==> src/rtl/inst_size_pkg.sv <==
// Shared constants and types for the packed instruction-size result unpacker.
// Field table: yy1..yy7 (growing widths) then xx1..xx7 (2 bits each), 42 bits total.
package inst_size_pkg;

   localparam int NUM_FIELDS = 14;
   localparam int PACKED_W   = 42;
   localparam int IN_W       = 128;
   localparam int MAX_FW     = 7;
   localparam int IDX_W      = 4;

   localparam int unsigned FIELD_WIDTH [NUM_FIELDS] =
      '{1, 2, 3, 4, 5, 6, 7, 2, 2, 2, 2, 2, 2, 2};
   localparam int unsigned FIELD_OFFSET [NUM_FIELDS] =
      '{0, 1, 3, 6, 10, 15, 21, 28, 30, 32, 34, 36, 38, 40};

   typedef enum logic {
      ST_IDLE = 1'b0,
      ST_EMIT = 1'b1
   } state_t;

endpackage

==> src/rtl/inst_size_field_sel.sv <==
// Combinational field extractor: picks field i_idx out of the packed word, zero-extended.
// Zero latency; no handshake. Indices past the table yield 0.
module inst_size_field_sel
   import inst_size_pkg::*;
#(
   parameter int OUT_W = 8
) (
   input  logic [PACKED_W-1:0] i_word,
   input  logic [IDX_W-1:0]    i_idx,
   output logic [OUT_W-1:0]    o_field
);

   logic [MAX_FW-1:0] w_fields [NUM_FIELDS];

   for (genvar g = 0; g < NUM_FIELDS; g++) begin : g_fld
      assign w_fields[g] = MAX_FW'(i_word[FIELD_OFFSET[g] +: FIELD_WIDTH[g]]);
   end

   always_comb begin
      o_field = '0;
      if (i_idx < IDX_W'(NUM_FIELDS)) begin
         o_field = OUT_W'(w_fields[i_idx]);
      end
   end

endmodule

==> src/rtl/inst_size_unpacker.sv <==
// Captures a 128-bit packed result word and emits its 14 fields one beat at a time.
// First beat the cycle after capture; 15-cycle throughput; out_ready stalls hold all outputs.
module inst_size_unpacker
   import inst_size_pkg::*;
#(
   parameter int OUT_W = 8
) (
   input  logic             clk,
   input  logic             rst_n,
   input  logic             in_valid,
   output logic             in_ready,
   input  logic [IN_W-1:0]  in_data,
   output logic             out_valid,
   input  logic             out_ready,
   output logic [OUT_W-1:0] out_field,
   output logic [3:0]       out_idx,
   output logic             out_last,
   output logic             out_hi_nz
);

   localparam logic [IDX_W-1:0] LAST_IDX = IDX_W'(NUM_FIELDS - 1);

   state_t            r_state;
   state_t            w_state_nxt;
   logic [IN_W-1:0]   r_word;
   logic [IDX_W-1:0]  r_idx;
   logic              w_accept;
   logic              w_xfer;
   logic              w_last;
   logic              w_emit;
   logic [OUT_W-1:0]  w_field;

   assign w_accept = in_valid && in_ready;
   assign w_xfer   = out_valid && out_ready;
   assign w_last   = (r_idx == LAST_IDX);

   always_ff @(posedge clk or negedge rst_n) begin
      if (!rst_n) begin
         r_state <= ST_IDLE;
      end else begin
         r_state <= w_state_nxt;
      end
   end

   always_comb begin
      w_state_nxt = r_state;
      case (r_state)
         ST_IDLE: if (w_accept)          w_state_nxt = ST_EMIT;
         ST_EMIT: if (w_xfer && w_last)  w_state_nxt = ST_IDLE;
         default:                        w_state_nxt = ST_IDLE;
      endcase
   end

   always_comb begin
      w_emit    = (r_state == ST_EMIT);
      in_ready  = (r_state == ST_IDLE);
      out_valid = w_emit;
   end

   // Index parks at 0 after the last beat so it can never run past the table.
   always_ff @(posedge clk or negedge rst_n) begin
      if (!rst_n) begin
         r_word <= '0;
         r_idx  <= '0;
      end else if (w_accept) begin
         r_word <= in_data;
         r_idx  <= '0;
      end else if (w_xfer) begin
         r_idx  <= w_last ? '0 : r_idx + 1'b1;
      end
   end

   inst_size_field_sel #(
      .OUT_W (OUT_W)
   ) u_field_sel (
      .i_word  (r_word[PACKED_W-1:0]),
      .i_idx   (r_idx),
      .o_field (w_field)
   );

   always_comb begin
      out_field = w_emit ? w_field : '0;
      out_idx   = w_emit ? r_idx : '0;
      out_last  = w_emit && w_last;
      out_hi_nz = w_emit && w_last && (|r_word[IN_W-1:PACKED_W]);
   end

endmodule
==> config.mk <==
export PLATFORM = sky130hd
export DESIGN_NAME = inst_size_unpacker
export DESIGN_NICKNAME = d
export VERILOG_FILES = /design/src/rtl/inst_size_pkg.sv /design/src/rtl/inst_size_field_sel.sv /design/src/rtl/inst_size_unpacker.sv
export SDC_FILE = /design/constraint.sdc
export NUM_CORES = 1
export LEC_CHECK = 0
export CORE_MARGIN = 4
export CORE_UTILIZATION = 54
export CTS_BUF_LIST = sky130_fd_sc_hd__clkbuf_4 sky130_fd_sc_hd__clkbuf_8 sky130_fd_sc_hd__clkbuf_16
export DETAILED_ROUTE_END_ITERATION = 12
export PLACE_DENSITY_LB_ADDON = 0.25
export SLEW_MARGIN = 20
export SYNTH_ARGS = -nofsm -noshare
export SYNTH_HDL_FRONTEND = slang
export SYNTH_HIERARCHICAL = 1
export SYNTH_SLANG_ARGS = --single-unit
==> constraint.sdc <==
create_clock -name clk -period 3.2 [get_ports clk]
set_input_delay 0.48 -clock clk [delete_from_list [all_inputs] [get_ports clk]]
set_output_delay 0.48 -clock clk [all_outputs]
set_load 0.05 [all_outputs]
==> flow_metrics.env, run 1 <==
export IMPL_status="complete, no violations"
export IMPL_cts_buffers=17
export IMPL_path_max_fanout=11
export IMPL_path_clk_slew_ns=0.05
export IMPL_regToRegEndpoint="r_idx[0]"
export IMPL_cts_buffer_depth=2
export IMPL_rsz0062_at_grt="no"
export IMPL_worst_r2r_startpoint="r_idx[1]"
export IMPL_cts_sinks=133
export IMPL_firstDrtPassIters=6
export IMPL_grt_total_usage_pct=22.1
export IMPL_drcViolationCount=0
export IMPL_n_fill_cell=703
export IMPL_synth_simple_area_share_pct=6.76
export IMPL_seqCellArea_mm2=0.00333
export IMPL_cts_resized_gates=0
export IMPL_cts_htree_levels=4
export IMPL_gp_congestion=0.847
export IMPL_layout_min_cycle_time_ns=2.94
export IMPL_gr_total_overflow=0
export IMPL_cpLargestDelayFamily="flip-flops"
export IMPL_power_density_mw_per_mm2=968
export IMPL_yosys_warnings=6
export IMPL_crit_buf_inv=3
export IMPL_cp_cell_sequence="buf_4 > inv_1 > ha_1 > and3_1 > and2_1 > a21boi_1 > buf_12"
export IMPL_syn_nets=540
export IMPL_vias_per_cell=5.44
export IMPL_synthCells=406
export IMPL_r2r_cells=7
export IMPL_ys_seq_area_share_pct=54.5
export IMPL_grt_max_degree=71
export IMPL_grt_busiest_layer="met2"
export IMPL_tightest_slew_ns=0.624
export IMPL_synth_mux_area_fraction_pct=32.1
export IMPL_multi_input_area_mm2=0.00256
export IMPL_synth_area_leaders="dfrtp_1, mux2_4, mux2_2"
export IMPL_post_cts_buffers=0
export IMPL_synth_compound_area_share_pct=2.56
export IMPL_timing_fmax_mhz=340
export IMPL_drtAntennaViolNets=0
export IMPL_synth_xor_area_share_pct=0
export IMPL_timing_final_crit_share_pct=91.9
export IMPL_clock_latency_ns=0.41
export IMPL_drive_above_1_share_pct=31.6
export IMPL_vias=3848
export IMPL_die_x_um=114
export IMPL_post_place_cells=677
export IMPL_synth_top_area_share_pct=54.5
export IMPL_cts_hold_buf=0
export IMPL_ir_worst_vdd_v=0.000891
export IMPL_cp_arrival_ns=2.46
export IMPL_end_kind="output pin"
export IMPL_syn_area_mm2=0.00610
export IMPL_timing_setup_tns_ns=0
export IMPL_slowest_delay_ns=0.55
export IMPL_die_y_um=114
export IMPL_antenna_found_initial=0
export IMPL_dieArea_mm2=0.0131
export IMPL_crit_required_ns=2.72
export IMPL_utilization_pct=75.1
export IMPL_diodes=0
export IMPL_synth_avg_cell_area_um2=15.0
export IMPL_final_net_count=690
export IMPL_place_port_buffers=146
export IMPL_drv_cap=0
export IMPL_yosysTopAreaCell="dfrtp_1"
export IMPL_wl_per_cell_um=19.4
export IMPL_synth_edf_count=0
export IMPL_slew_violations=0
export IMPL_synth_async_sr_flop_share_pct=100
export IMPL_yosys_area_share_adder_pct=0.410
export IMPL_drt_iter0_drc=216
export IMPL_use_met2_pct=36.5
export IMPL_ios=148
export IMPL_cts_root_buf="clkbuf_16"
export IMPL_synth_distinct_cells=41
export IMPL_grt_pass1_vias=4342
export IMPL_finalSetupViolCount=0
export IMPL_crit_type="reg2out"
export IMPL_start_kind="flip-flop"
export IMPL_synthFlopType="dfrtp_1"
export IMPL_synth_seq_cells=133
export IMPL_relSlewSlack_pct=58.4
export IMPL_core_mm2=0.0109
export IMPL_num_rows=38
export IMPL_cp_slowest_cell="dfrtp_1"
export IMPL_routed_wl_um=13700
export IMPL_fin_skew_ns=0.00561
export IMPL_grtUsageMet3_pct=8.40
export IMPL_leakagePower_nw=3.55
export IMPL_hold_viol=0
export IMPL_hold_ws_ns=0.0768
export IMPL_rrSetupSlack_ns=1.29
export IMPL_cts_tree="done"
export IMPL_final_cells=707
export IMPL_grt_pass1_wl_um=22100
export IMPL_synth_top_family_by_area="multiplexers"
export IMPL_area_growth_pct=34.5
export IMPL_start_util_pct=55.8
export IMPL_holdCritPathClass="in2async"
export IMPL_hpwl_um=9350
export IMPL_grtUsageMet1_pct=26.9
==> power breakdown <==
group          switching, mW  leakage [nW]  internal, mW
clock                  0.658         0.290          1.19
sequential             0.572          1.60          2.54
combinational           1.22          1.66          1.77
==> area by class of cell <==
type / count / area share [%]
Timing Repair Buffer: 155 / 19.0
Inverter: 4 / 0.183
Tap cell: 140 / 2.13
Clock inverter: 4 / 0.549
Sequential cell: 133 / 40.5
Multi-Input combinational cell: 245 / 31.2
Clock buffer: 26 / 6.39
==> synth_stat cells (2+ instances only) <==
| cell type | number |
|---|---|
| a21oi_1 | 10 |
| and2_1 | 11 |
| buf_2 | 7 |
| buf_4 | 2 |
| buf_6 | 11 |
| clkbuf_1 | 3 |
| dfrtp_1 | 133 |
| ha_1 | 2 |
| inv_1 | 4 |
| mux2_1 | 2 |
| mux2_2 | 41 |
| mux2_4 | 87 |
| mux2i_1 | 10 |
| mux4_2 | 3 |
| nand2_1 | 9 |
| nand2b_1 | 2 |
| nand3_1 | 2 |
| nand4_1 | 5 |
| nor2_1 | 10 |
| nor3_1 | 2 |
| nor4_1 | 22 |
| o21ai_0 | 3 |
| o21ai_1 | 2 |
| o22ai_1 | 5 |
| o31ai_1 | 2 |
==> kinds of logic (layout without fill, tap and decap cells) <==
kind of cell / count (synthesis) / in the layout
mux: 143 / 143
other cells: 1 / 1
fa+ha+maj: 2 / 2
flops: 133 / 133
simple gates: 73 / 73
compound gates: 26 / 26
buf+inv: 28 / 189
==> stage by stage <==
step	setup slack (ns)	power, mW	instance area [µm²]
finish	0.259	7.95	8210
global route	0.143	8.36	8210
global placement	0.837	5.94	7640
floorplan	0.450	5.28	6100
CTS	0.238	8.00	8210
detailed placement	0.751	6.07	7640
==> worst max path at each step <==
stage	from	end	slack, ns	cells after the start
after floorplan	r_idx[1]	out_hi_nz	0.45	5
after global placement	r_idx[1]	out_hi_nz	0.84	7
after detailed placement	r_idx[1]	out_hi_nz	0.75	7
after CTS	r_idx[1]	out_hi_nz	0.24	7
after global routing	r_idx[1]	out_hi_nz	0.14	7
final	r_idx[1]	out_hi_nz	0.26	7
==> state kept, by name, summed over array words and instances, names as in the netlist <==
register / flops
r_word: 128
r_idx: 4
out_valid: 1
==> worst reg2reg max path, stage by stage (launching register included) <==
cell,delay (ns)
dfrtp_1,0.63
buf_4,0.25
inv_1,0.09
ha_1,0.21
and3_1,0.24
nor3_1,0.18
a21oi_1,0.06
o22ai_1,0.17
==> layer usage <==
layer	wire (µm)	part of all wire, %
met4	217	1.6
met2	6820	50
met1	5590	41
met3	1060	7.7
met5	0	0
==> cells in the final DEF, fill, tap and decap left out, types with 2 or more instances in the layout <==
| cell type | instances |
|---|---|
| clkbuf_8 | 5 |
| o31ai_1 | 2 |
| nor4_1 | 22 |
| clkinv_2 | 3 |
| clkbuf_4 | 4 |
| buf_4 | 12 |
| nand4_1 | 5 |
| mux2i_1 | 10 |
| mux2_2 | 41 |
| nand2_1 | 9 |
| nand3_1 | 2 |
| dfrtp_1 | 133 |
| o22ai_1 | 5 |
| clkdlybuf4s50_1 | 139 |
| nor3_1 | 2 |
| a21oi_1 | 10 |
| mux2_1 | 2 |
| nor2_1 | 10 |
| o21ai_1 | 2 |
| o21ai_0 | 3 |
| inv_1 | 4 |
| and2_1 | 11 |
| ha_1 | 2 |
| mux4_2 | 3 |
| buf_12 | 4 |
| mux2_4 | 87 |
| nand2b_1 | 2 |
| clkbuf_16 | 17 |
No activity file was read; power rests on OpenSTA's default activity.
==> run 2: changes to the inputs <==
Settings changed: PLACE_DENSITY set to 0.86, PLACE_DENSITY_LB_ADDON 0.25 to unset.
==> run 2 against run 1 <==
Against the previous run: routed wire length up 1.5%; setup slack got worse by 0.050 ns; clock skew rose by 0.0013 ns; clock-buffer cell count decreased by 8; cell count is the same; via count grew 1.1%; sequential cell count is the same; non-clock buffer count decreased by 1; utilization is 0.72 points higher; fmax is 1.7% lower; combinational power is essentially flat; power grew 3.5%; critical path type unchanged; critical endpoint is now out_field[6]; largest power group unchanged.
==> flow_metrics.env, run 2 (synthesis results as in run 1) <==
export IMPL_status="complete, no violations"
export IMPL_timing_fmax_mhz=334
export IMPL_vias_per_cell=5.50
export IMPL_clkPwrFrac_pct=25.6
export IMPL_final_cells=707
export IMPL_cp_arrival_ns=2.51
export IMPL_cts_root_buf="clkbuf_16"
export IMPL_regToRegEndpoint="out_valid"
export IMPL_cts_sinks=133
export IMPL_relSlewSlack_pct=55.9
export IMPL_routed_wl_um=13900
export IMPL_place_port_buffers=146
export IMPL_clock_latency_ns=0.41
export IMPL_post_place_cells=676
export IMPL_rrSetupSlack_ns=1.27
export IMPL_cp_cell_sequence="buf_4 > nand2b_1 > nor3_1 > and2_1 > clkdlybuf4s50_1"
export IMPL_grtUsageMet3_pct=8.25
export IMPL_layout_min_cycle_time_ns=2.99
export IMPL_slew_violations=0
export IMPL_antenna_found_initial=0
export IMPL_power_frac_comb_pct=35.9
export IMPL_post_cts_buffers=0
export IMPL_path_clk_slew_ns=0.05
export IMPL_die_y_um=114
export IMPL_grtUsageMet1_pct=29.1
export IMPL_cts_buffer_depth=2
export IMPL_power_internal_mw=5.70
export IMPL_start_kind="flip-flop"
export IMPL_ios=148
export IMPL_path_max_fanout=8
export IMPL_gr_total_overflow=0
export IMPL_grt_total_usage_pct=22.3
export IMPL_cts_hold_buf=0
export IMPL_drcViolationCount=0
export IMPL_cts_htree_levels=4
export IMPL_r2r_cells=5
export IMPL_timing_setup_tns_ns=0
export IMPL_final_cell_mix="clkdlybuf4s50_1, dfrtp_1, mux2_4"
export IMPL_leakagePower_nw=3.58
export IMPL_finalSetupViolCount=0
export IMPL_die_x_um=114
export IMPL_swShare_pct=30.8
export IMPL_crit_buf_inv=2
export IMPL_num_rows=38
export IMPL_holdCritPathClass="in2async"
export IMPL_hpwl_um=9530
export IMPL_tightest_slew_ns=0.661
export IMPL_drive_above_1_share_pct=31.6
export IMPL_grt_pass1_vias=4299
export IMPL_timing_final_crit_share_pct=93.5
export IMPL_drtAntennaViolNets=0
export IMPL_fin_skew_ns=0.00686
export IMPL_end_kind="output pin"
export IMPL_diodes=0
export IMPL_dieArea_mm2=0.0131
export IMPL_grt_max_degree=75
export IMPL_cp_slowest_cell="clkdlybuf4s50_1"
export IMPL_hold_viol=0
export IMPL_crit_required_ns=2.72
export IMPL_power_mw=8.23
export IMPL_area_growth_pct=35.8
export IMPL_p_seq_share_pct=38.4
export IMPL_top_register="r_word"
export IMPL_rsz0062_at_grt="no"
export IMPL_grt_busiest_layer="met2"
export IMPL_start_util_pct=55.8
export IMPL_drt_iter0_drc=208
export IMPL_vias=3890
export IMPL_final_net_count=689
export IMPL_drv_cap=0
export IMPL_power_density_mw_per_mm2=992
export IMPL_cts_buffers=17
export IMPL_core_mm2=0.0109
export IMPL_netSwitchingPower_mw=2.53
export IMPL_largest_register_ffs=128
export IMPL_grt_pass1_wl_um=22500
export IMPL_firstDrtPassIters=4
export IMPL_ir_worst_vdd_v=0.000676
export IMPL_cpLargestDelayFamily="buffers and inverters"
export IMPL_cts_tree="done"
export IMPL_worst_r2r_startpoint="r_idx[0]"
export IMPL_slowest_delay_ns=0.80
export IMPL_wl_per_cell_um=19.6
export IMPL_gp_congestion=0.862
export IMPL_use_met2_pct=34.8
export IMPL_layout_commonest_cell="clkdlybuf4s50_1"
export IMPL_crit_type="reg2out"
-- run 2: through the flow --
step | area, µm² | util [%] | hold slack (ns) | worst slack [ns]
after floorplan | 6100 | - | 0.184 | 0.450
after detailed placement | 7640 | 69.9 | 0.492 | 0.474
after global placement | 7640 | 69.9 | 0.487 | 0.550
after global routing | 8290 | 75.8 | 0.128 | 0.00756
after CTS | 8290 | 75.8 | 0.111 | 0.0209
final | 8290 | 75.8 | 0.0764 | 0.209
-- run 2: worst max-delay path by stage --
stage	startpoint	slack, ns	cells after the start	endpoint
after floorplan	r_idx[1]	0.45	5	out_hi_nz
after global placement	r_idx[3]	0.55	6	out_field[1]
after detailed placement	r_idx[3]	0.47	6	out_field[1]
after CTS	r_idx[3]	0.02	6	out_field[1]
after global routing	r_idx[0]	0.008	6	out_field[4]
final	r_idx[3]	0.21	5	out_field[6]
-- run 2: final cells by class --
cell class                 instances  area (µm²)
multi-input combinational        245        2560
sequential                       133        3330
clock buffer                      18         439
tap                              140         175
inverter                           4        15.0
clock inverter                    13         206
timing repair buffer             154        1560
fill                             688        2650
-- run 2: worst register-to-register path, cell delays in order, from the launching register on --
cell and delay [ns]:
dfrtp_1 0.69, buf_4 0.32, ha_1 0.19, and3_1 0.25, a21oi_1 0.09, or2_2 0.28
-- run 2: power groups by stage --
stage	Clock [mW]	Combinational, mW	Sequential [mW]
3_5_place_dp	0	2.93	3.15
6_report	2.11	2.96	3.16
4_1_cts	2.14	2.97	3.15
5_1_grt	2.22	3.15	3.26
2_1_floorplan	0	2.36	2.91
3_3_place_gp	0	2.84	3.09
-- run 2: routing by layer --
metal	up-vias	share of wire, %
met3	22	8.8
met1	1933	42
met2	167	47
met5	-	0
li1	1768	-
met4	0	1.6
-- run 2: timing repair --
action / 4_1_cts / 5_1_grt
resized for setup: 0 / 2
endpoints found under the setup margin: 0 / 2
endpoints found under the hold margin: 0 / 0
==> edit: new RTL, config.mk and constraints of run 2 <==
One comparison of `r_idx` changes from == to >=.
--- a/src/rtl/inst_size_unpacker.sv
+++ b/src/rtl/inst_size_unpacker.sv
@@ -34,3 +34,3 @@
    assign w_xfer   = out_valid && out_ready;
-   assign w_last   = (r_idx == LAST_IDX);
+   assign w_last   = (r_idx >= LAST_IDX);
 
Check against the original RTL: same outputs for any inputs over 10 cycles, from zero or initial values and one cycle with rst_n low; that may be too few to reach the edited logic, so the function may still have changed.
==> edit against run 2 <==
Synthesized area is 5.1% lower; critical path depth decreased by 1; global-route usage increased by 3.7 points; wire length increased by 12%; cell area is 4.3% lower; fmax fell by 2.6%; worst hold slack worse by 40 ps; total power decreased by 11%; non-clock buffer count down 1; sequential cell count did not move; worst setup slack got worse by 81 ps; count of clock-buffer cells in the layout grew 2.
==> edit: results (changes against run 2) <==
Detailed routing
  • Pre-antenna DRT Iters: 5 (+1)
  • DR WL/cell: 16.2 um (-17%)
  • Total number of vias: 5052 (+30%)
  • Initial drt markers: 417 (+100%)

Yosys
  • Main area contributors after synthesis: dfrtp_1 57%, nand2_1 26%, nor4_1 2.3%
  • Synth cell count leaders: 394 x nand2_1, 133 x dfrtp_1, 21 x nor4_1
  • Sequential area share after synthesis: 0.575 (+0.0294)
  • Syn avg cell area: 8.63 um2 (-43%)
  • Synthesized area: 5790 um2 (-5.1%)

Global route
  • Overall Global Routing Usage: 0.260 (+0.0373)
  • Number of global-route vias before repair: 5272 (+23%)
  • Pin count of the biggest net entering global routing: 134 (+79%)

Clocking
  • Resize count post-CTS: 2 (+2)
  • Clk root buf: clkbuf_8
  • Clk_lat worst skew: 520 ps (+110 ps)

Setup path
  • R2r endpoint: r_word[86]
  • CP Data Arrival Time: 2590 ps (+80 ps)
  • Worst r2r path cells: 4 (-1)
  • Worst reg2reg path startpoint: out_valid
  • Critical path fanouts, max: 17 (+9)

Status
  • Status: finished, final reports clean

Layout
  • Net count, final: 943 (+37%)
  • Non-Filler Instances: 957 (+35%)
  • Layout cell share with drive strength beyond 1: 0.0670 (-0.249)
  • Fillers: 693 (+0.73%)

STA
  • Hold Slack: 36.3 ps (-40.1 ps)
  • Layout Skew: 5.68 ps (-1.18 ps)
  • Worst-margin pin slew: 717 ps (+56.5 ps)

Place
  • Routability cong.: 0.848 (-1.6%)
  • Placed wire-length estimate: 10.4 mm (+9.3%)
  • Placed Cells incl. Taps: 925 (+37%)
  • DP Area: 7320 um2 (-4.1%)
  • Place WS: 534 ps (+60.3 ps)

Power
  • Internal Power: 4.74 mW (-17%)
  • Leakage Power: 3.96 nW (+11%)
-- edit: changes by cell type after synthesis, sizes merged, moves of 2 or more --
cell	run 2	this run
buf	21	33
mux2	130	2
nand3	2	0
nand2	9	394
a21oi	10	8
-- edit: worst max-delay path by stage --
stage / to / slack (ps) / cells after the start / from
2_1_floorplan: out_hi_nz / 450 / 5 / r_idx[1]
3_3_place_gp: out_field[0] / 600 / 7 / r_idx[0]
3_5_place_dp: out_field[0] / 530 / 7 / r_idx[0]
4_1_cts: out_hi_nz / 70 / 6 / r_idx[1]
5_1_grt: out_field[6] / 10 / 4 / r_idx[2]
6_report: out_field[6] / 130 / 4 / r_idx[2]
-- edit: power groups by stage --
| stage | sequential (mW) | clock [mW] | combinational (mW) |
|---|---|---|---|
| global route | 3.20 | 2.07 | 2.55 |
| finish | 3.11 | 1.96 | 2.28 |
| global placement | 3.03 | 0 | 2.16 |
| floorplan | 2.88 | 0 | 1.64 |
| detailed placement | 3.11 | 0 | 2.24 |
| CTS | 3.10 | 1.99 | 2.30 |
-- edit: final cells by class --
type | instances | area (um2) | share of cell area
tap | 136 | 170 | 0.0215
sequential | 133 | 3330 | 0.420
timing repair buffer | 153 | 1560 | 0.197
multi-input combinational | 499 | 2250 | 0.284
clock buffer | 20 | 455 | 0.0574
inverter | 4 | 15.0 | 0.00189
clock inverter | 12 | 151 | 0.0191
-- edit: per-layer routing --
layer  GRT usage  wire, um  vias up
li1            -         -     2394
met2       0.435      7800      209
met5           0         0        -
met3      0.0679       898       38
met1       0.323      6390     2411
met4       0.105       450        0
-- edit: cells by family (layout without fill, tap and decap cells) --
kind of cell,after synthesis,in the layout,synth area share
buffers and inverters,39,189,0.0391
AOI/OAI and AO/OA,22,22,0.0240
DFF,133,133,0.575
other,1,1,0.000647
muxes,15,15,0.0328
adders and majority gates,3,3,0.00648
and+or+nand+nor,458,458,0.322
-- edit: through the flow --
stage	power [mW]	utilization
2_1_floorplan	4.51	-
3_3_place_gp	5.19	0.706
3_5_place_dp	5.35	0.706
4_1_cts	7.39	0.765
5_1_grt	7.82	0.765
6_report	7.36	0.765
